===== src/rtl/baud_tick_gen.sv =====
// Fractional baud tick generator driven by an ACC_W-bit phase accumulator.
// Each enabled clock adds the active increment to the accumulator. The carry
// out of that add becomes a one-cycle oversample tick, and an oversample
// counter derives the bit-boundary tick, the mid-bit tick and a baud-rate
// square wave from those ticks.
//
// Ports:
//   clk      - sole clock, rising edge
//   reset    - synchronous active-high reset
//   en       - accumulate enable; when low, state holds and ticks are 0
//   cfg_we   - load the increment from cfg_inc on this edge
//   cfg_inc  - new phase increment (0 stops all ticks)
//   resync   - restart the bit phase: clears acc and os_cnt
//   os_tick  - one-cycle oversample pulse
//   bit_tick - one-cycle pulse when os_cnt wraps to 0
//   mid_tick - one-cycle pulse when os_cnt becomes OS/2
//   bclk     - baud-rate square wave, high while os_cnt >= OS/2
//   os_cnt   - current oversample index
//   inc      - readback of the active increment
module baud_tick_gen #(
  parameter int unsigned CLKF  = 50000000,
  parameter int unsigned BR    = 115200,
  parameter int unsigned OS    = 16,
  parameter int unsigned ACC_W = 32
) (
  input  logic                   clk,
  input  logic                   reset,
  input  logic                   en,
  input  logic                   cfg_we,
  input  logic [ACC_W-1:0]       cfg_inc,
  input  logic                   resync,
  output logic                   os_tick,
  output logic                   bit_tick,
  output logic                   mid_tick,
  output logic                   bclk,
  output logic [$clog2(OS)-1:0]  os_cnt,
  output logic [ACC_W-1:0]       inc
);

  localparam int unsigned CNT_W = $clog2(OS);

  // Reset increment: round(BR*OS*2^ACC_W / CLKF), computed in 64 bits.
  localparam logic [63:0] INC_NUM = (64'(BR) * 64'(OS)) << ACC_W;
  localparam logic [63:0] INC_R64 = (INC_NUM + 64'(CLKF / 2)) / 64'(CLKF);
  localparam logic [ACC_W-1:0] INC_RST = ACC_W'(INC_R64);

  localparam logic [CNT_W-1:0] CNT_LAST = CNT_W'(OS - 1);
  localparam logic [CNT_W-1:0] CNT_MID  = CNT_W'(OS / 2);

  logic [ACC_W-1:0] acc;
  logic [ACC_W:0]   sum;
  logic             carry;
  logic             cnt_wrap;
  logic [CNT_W-1:0] cnt_next;

  // Accumulator add (single carry bit, so at most one tick per cycle) and
  // the oversample counter's next value, used only when a carry occurs.
  always_comb begin
    sum      = {1'b0, acc} + {1'b0, inc};
    carry    = sum[ACC_W];
    cnt_wrap = (os_cnt == CNT_LAST);
    cnt_next = cnt_wrap ? '0 : os_cnt + CNT_W'(1);
  end

  // State update: reset > resync > accumulate; cfg_we is independent of
  // resync and en, and the new increment is used from the next add on.
  always_ff @(posedge clk) begin
    if (reset) begin
      acc      <= '0;
      inc      <= INC_RST;
      os_cnt   <= '0;
      os_tick  <= 1'b0;
      bit_tick <= 1'b0;
      mid_tick <= 1'b0;
      bclk     <= 1'b0;
    end else begin
      os_tick  <= 1'b0;
      bit_tick <= 1'b0;
      mid_tick <= 1'b0;
      if (cfg_we) begin
        inc <= cfg_inc;
      end
      if (resync) begin
        acc    <= '0;
        os_cnt <= '0;
        bclk   <= 1'b0;
      end else if (en) begin
        acc     <= sum[ACC_W-1:0];
        os_tick <= carry;
        if (carry) begin
          os_cnt   <= cnt_next;
          bit_tick <= cnt_wrap;
          mid_tick <= (cnt_next == CNT_MID);
          // bclk follows the updated index so it stays aligned with os_cnt.
          bclk     <= (cnt_next >= CNT_MID);
        end
      end
    end
  end

endmodule


===== config.mk =====
export PLATFORM = sky130hd
export DESIGN_NAME = baud_tick_gen
export DESIGN_NICKNAME = d
export VERILOG_FILES = /design/src/rtl/baud_tick_gen.sv
export SDC_FILE = /design/constraint.sdc
export NUM_CORES = 1
export LEC_CHECK = 0
export CAP_MARGIN = 20
export CORE_AREA = 3 3 117 164
export DETAILED_ROUTE_END_ITERATION = 12
export DIE_AREA = 0 0 120 167
export PLACE_DENSITY = 0.48
export SLEW_MARGIN = 20
export SYNTH_ARGS = -nofsm -noshare
export SYNTH_HDL_FRONTEND = slang
export SYNTH_SLANG_ARGS = --single-unit
export TNS_END_PERCENT = 1

===== constraint.sdc =====
create_clock -name clk -period 7.19 [get_ports clk]
set_input_delay 0.719 -clock clk [delete_from_list [all_inputs] [get_ports clk]]
set_output_delay 0.719 -clock clk [all_outputs]
set_load 0.1 [all_outputs]

# After elaboration in Yosys (flattened, before gate mapping)
# Index checks and enable logic that the tools add are counted.
# Widths: inputs -> output; s select.
# word_totals
out_inout_bits	40
memories	0
mem_bits_rw	0
rom_bits	0
latchBits	0
register_bits	72
# classes
eq_ne	2
magnitude_cmp	1
div	0
n_mux	1
n_reduce_logical	4
n_shift	0
multipliers	0
bitwise	2
addsub	2
# ops
op	count
$add 32x32->33	1
$eq 4x4->1 const B	2
$add 4x1->4 const B	1
$ge 4x4->1 const B	1
$mux 4	1
$reduce_or 4->1	1
$reduce_or 3->1	1
$not 1->1	2
$reduce_and 2->1	1
$reduce_or 2->1	1

# Depth between registers and ports, before layout
# depth
word_depth	3
ltp_mapped	9
ltp_nobuf	9

# Least setup slack after synthesis
# Ideal clock, no wire load.
# synth_timing
path_type	register to register
start	reg inc[22]
end	reg acc[30]
stages_incl_launch_ff	9
setup_ps	127
path_slack_ps	4155
arrival_time_ps	2907
cell_sequence	dfxtp_1 > ha_1 > a21o_1 > a31oi_2 > o221ai_2 > a221o_1 > a31oi_4 > nor3_2 > or3b_1
# synth_between
elab_chain_cells	1
# synth_lines
item	line	rtl
from (decl)	37	output logic [ACC_W-1:0] inc
from (signal assigned)	81	inc <= cfg_inc;
$add 32x32->33	59	sum = {1'b0, acc} + {1'b0, inc};
to (signal assigned)	88	acc <= sum[ACC_W-1:0];
to (decl)	50	logic [ACC_W-1:0] acc;
# No other way between the ends.
# A chain may end at the register's enable or synchronous reset.

==> impl_metrics.yaml <==
status:
  status: "finished clean"
min_path:
  hold_class: "reg -> reg"
clock_tree:
  post_cts_buffers: 0
  insertion_delay_ps: 330
  cts_made_buffers: 9
  clock_sinks: 71
  clk_pin_slew_ps: 60
  cts_tree: "built"
  hold_buffers: 0
  cts.path.max_buffers: 2
  cts-root-buf: "clkbuf_16"
  htree_levels: 3
  cts-resized-gates: 0
placement:
  numPortBuffers: 76
  pre_cts_slack_ps: 3710
  dpl.hpwl_um: 9350
  gp_congestion: 0.837
logic_synthesis:
  synthArstFlopShare_pct: 0
  ys_warn_count: 0
  synth_ff_type: "dfxtp_1"
  synth_edf_count: 0
  ys_seq_elements: 71
  netlist.area_leader.share_pct: 32.0
  yosysTopAreaCell: "dfxtp_1"
  synth_area_leaders: "dfxtp_1 (32%), ha_1 (9.3%), mux2i_1 (6.8%)"
  ys_types: 60
  syn_nets: 596
  synth_area_per_cell_um2: 8.46
  syn-instance-count: 525
  syn_area_um2: 4440
  synth_seq_area_share_pct: 32.0
routing:
  drc: 0
  drt_first_iter_violations: 139
  avgViaCountPerCell: 4.97
  postRouteAntennaNets: 0
  wl_per_cell_um: 15.4
  first_pass_iters: 6
  num_vias: 4131
  routed_wirelength_um: 12800
power:
  p_per_area_nw_per_um2: 207
  p_comb_share_pct: 27.5
  vdd_drop_max_mv: 0.0969
  switching_share_pct: 33.8
  internal_power_w: 0.000778
  p_seq_share_pct: 36.6
  leakage_nw: 2.31
  switching_power_w: 0.000398
  clockPowerShare_pct: 35.9
timing:
  min_period_ps: 3100
  timing.fmax_mhz: 323
  finalMaxSlewViolations: 0
  rsz0062_at_grt: "no"
  hold_viol: 0
  worst_pin_slew_ps: 1020
  final-setup-viol-count: 0
  fin_crit_sh_pct: 43.1
  fin_ws_ps: 4090
  maxSlewHeadroom_pct: 31.7
  skew_ps: 9.80
  timing.setup.tns_ps: 0
floorplan:
  die_h_um: 167
  num_rows: 58
  die_x_um: 120
  initial_core_util_pct: 24.8
  die_area_um2: 20000
  io_pins: 77
  core_um2: 17900
global_routing:
  grt_usage_pct: 13.0
  grt_pass1_vias: 4268
  grt_max_degree: 50
  antenna_found_initial: 0
  grt_pass1_wl_um: 21300
  grt_remaining_overflow: 0
cells_and_area:
  nNetsFinal: 657
  n_fill_cell: 1935
  syn_to_final_growth_pct: 27.9
  final_cell_mix: "clkdlybuf4s50_1 (75), dfxtp_1 (71), nor2_1 (52), nand2_1 (43), ha_1 (33)"
  multi_input_area_um2: 2890
  ff_latch_area_um2: 1420
  antenna_cells: 0
  layout_commonest_cell: "clkdlybuf4s50_1"
  drive_above_1_share_pct: 4.91
worst_setup_path:
  critPathCaptureType: "register"
  startpoint_type: "input port"
  cp.arrival_ps: 3360
  crit_required_ps: 7460
  cp_max_fo: 39
  critPathKind: "in -> reg"
flow_run:
  max_cap_viol_count: 0
[critical path, cell delays in order]
cell and delay [ps]:
clkdlybuf4s50_1 460, buf_4 430, clkinv_1 800, or3_1 580
or3_1 310, nand3_1 70
[cell usage after synthesis (2+ instances only)]
cell / number
buf_1: 3
xnor2_1: 8
and4_1: 2
a31oi_1: 4
o2111ai_1: 5
o22ai_1: 6
clkbuf_1: 22
nand2b_1: 5
a21oi_1: 31
a311o_1: 3
nor3_1: 15
nand3_1: 21
a211oi_1: 12
or2_2: 3
nand3b_1: 3
nand2_1: 43
o211ai_1: 5
o21a_1: 8
buf_4: 2
o21bai_1: 3
and3_1: 5
nand4_1: 8
a211o_1: 17
and2_1: 2
ha_1: 33
dfxtp_1: 71
mux2i_1: 30
nor2_1: 53
o21ai_0: 20
nor2b_1: 21
inv_1: 4
xor2_1: 7
or3_1: 7
o31ai_1: 2
a21o_1: 10
nor4_1: 5
a2111oi_0: 3
[final timing paths]
| check | slack (ps) | startpoint | cells after the start | end |
|---|---|---|---|---|
| setup reg to reg | 4330 | inc[0] | 9 | os_cnt[0] |
| hold / removal | 460 | acc[19] | 2 | acc[19] |
| setup / recovery | 4090 | en | 6 | acc[17] |
| hold reg to reg | 460 | acc[19] | 2 | acc[19] |
[layer usage]
layer	GRT usage (%)	share of wire (%)
met3	2.62	3.0
met5	0	0
met4	4.19	1.8
met2	24.4	54
met1	14.6	41
[power groups by stage]
stage / sequential (W) / combinational (W) / clock (W)
CTS: 0.000432 / 0.000326 / 0.000441
finish: 0.000431 / 0.000323 / 0.000422
global placement: 0.000440 / 0.000321 / 0
floorplan: 0.000518 / 0.000159 / 0
detailed placement: 0.000440 / 0.000324 / 0
global route: 0.000434 / 0.000352 / 0.000453
[registers in the layout, indices dropped and copies added, names as in the netlist]
signal	flops
mid_tick	1
os_cnt	3
os_tick	1
bit_tick	1
acc	32
inc	32
bclk	1
[cell families (layout without fill, tap and decap cells)]
group	count (synthesis)	in the layout	synth area share, %
flip-flops	71	71	32.0
adder cells (fa/ha/maj)	34	34	9.75
buffers and inverters	33	99	2.99
AND/OR/NAND/NOR	197	197	21.8
AO/OA/AOI/OAI	145	145	23.7
XOR/XNOR	15	15	2.96
multiplexers	30	30	6.76
[through the flow]
step           power [W]  area (um2)  hold slack, ps  utilization (%)  cells
2_1_floorplan   0.000677        4440             445                -    525
3_3_place_gp    0.000761        5400             459             30.1    815
3_5_place_dp    0.000764        5400             460             30.1    815
4_1_cts          0.00120        5680             469             31.7    831
5_1_grt          0.00124        5680             506             31.7    831
6_report         0.00118        5680             464             31.7    831
[cell type report]
cell class / count / share of cell area (%)
clock inverters: 3 / 0.308
multi-input cells: 421 / 50.9
inverters: 5 / 0.330
repair buffers: 78 / 13.6
clock buffers: 13 / 4.58
well taps: 240 / 5.29
flip-flops and latches: 71 / 25.0
No activity file was read; power rests on OpenSTA's default activity.
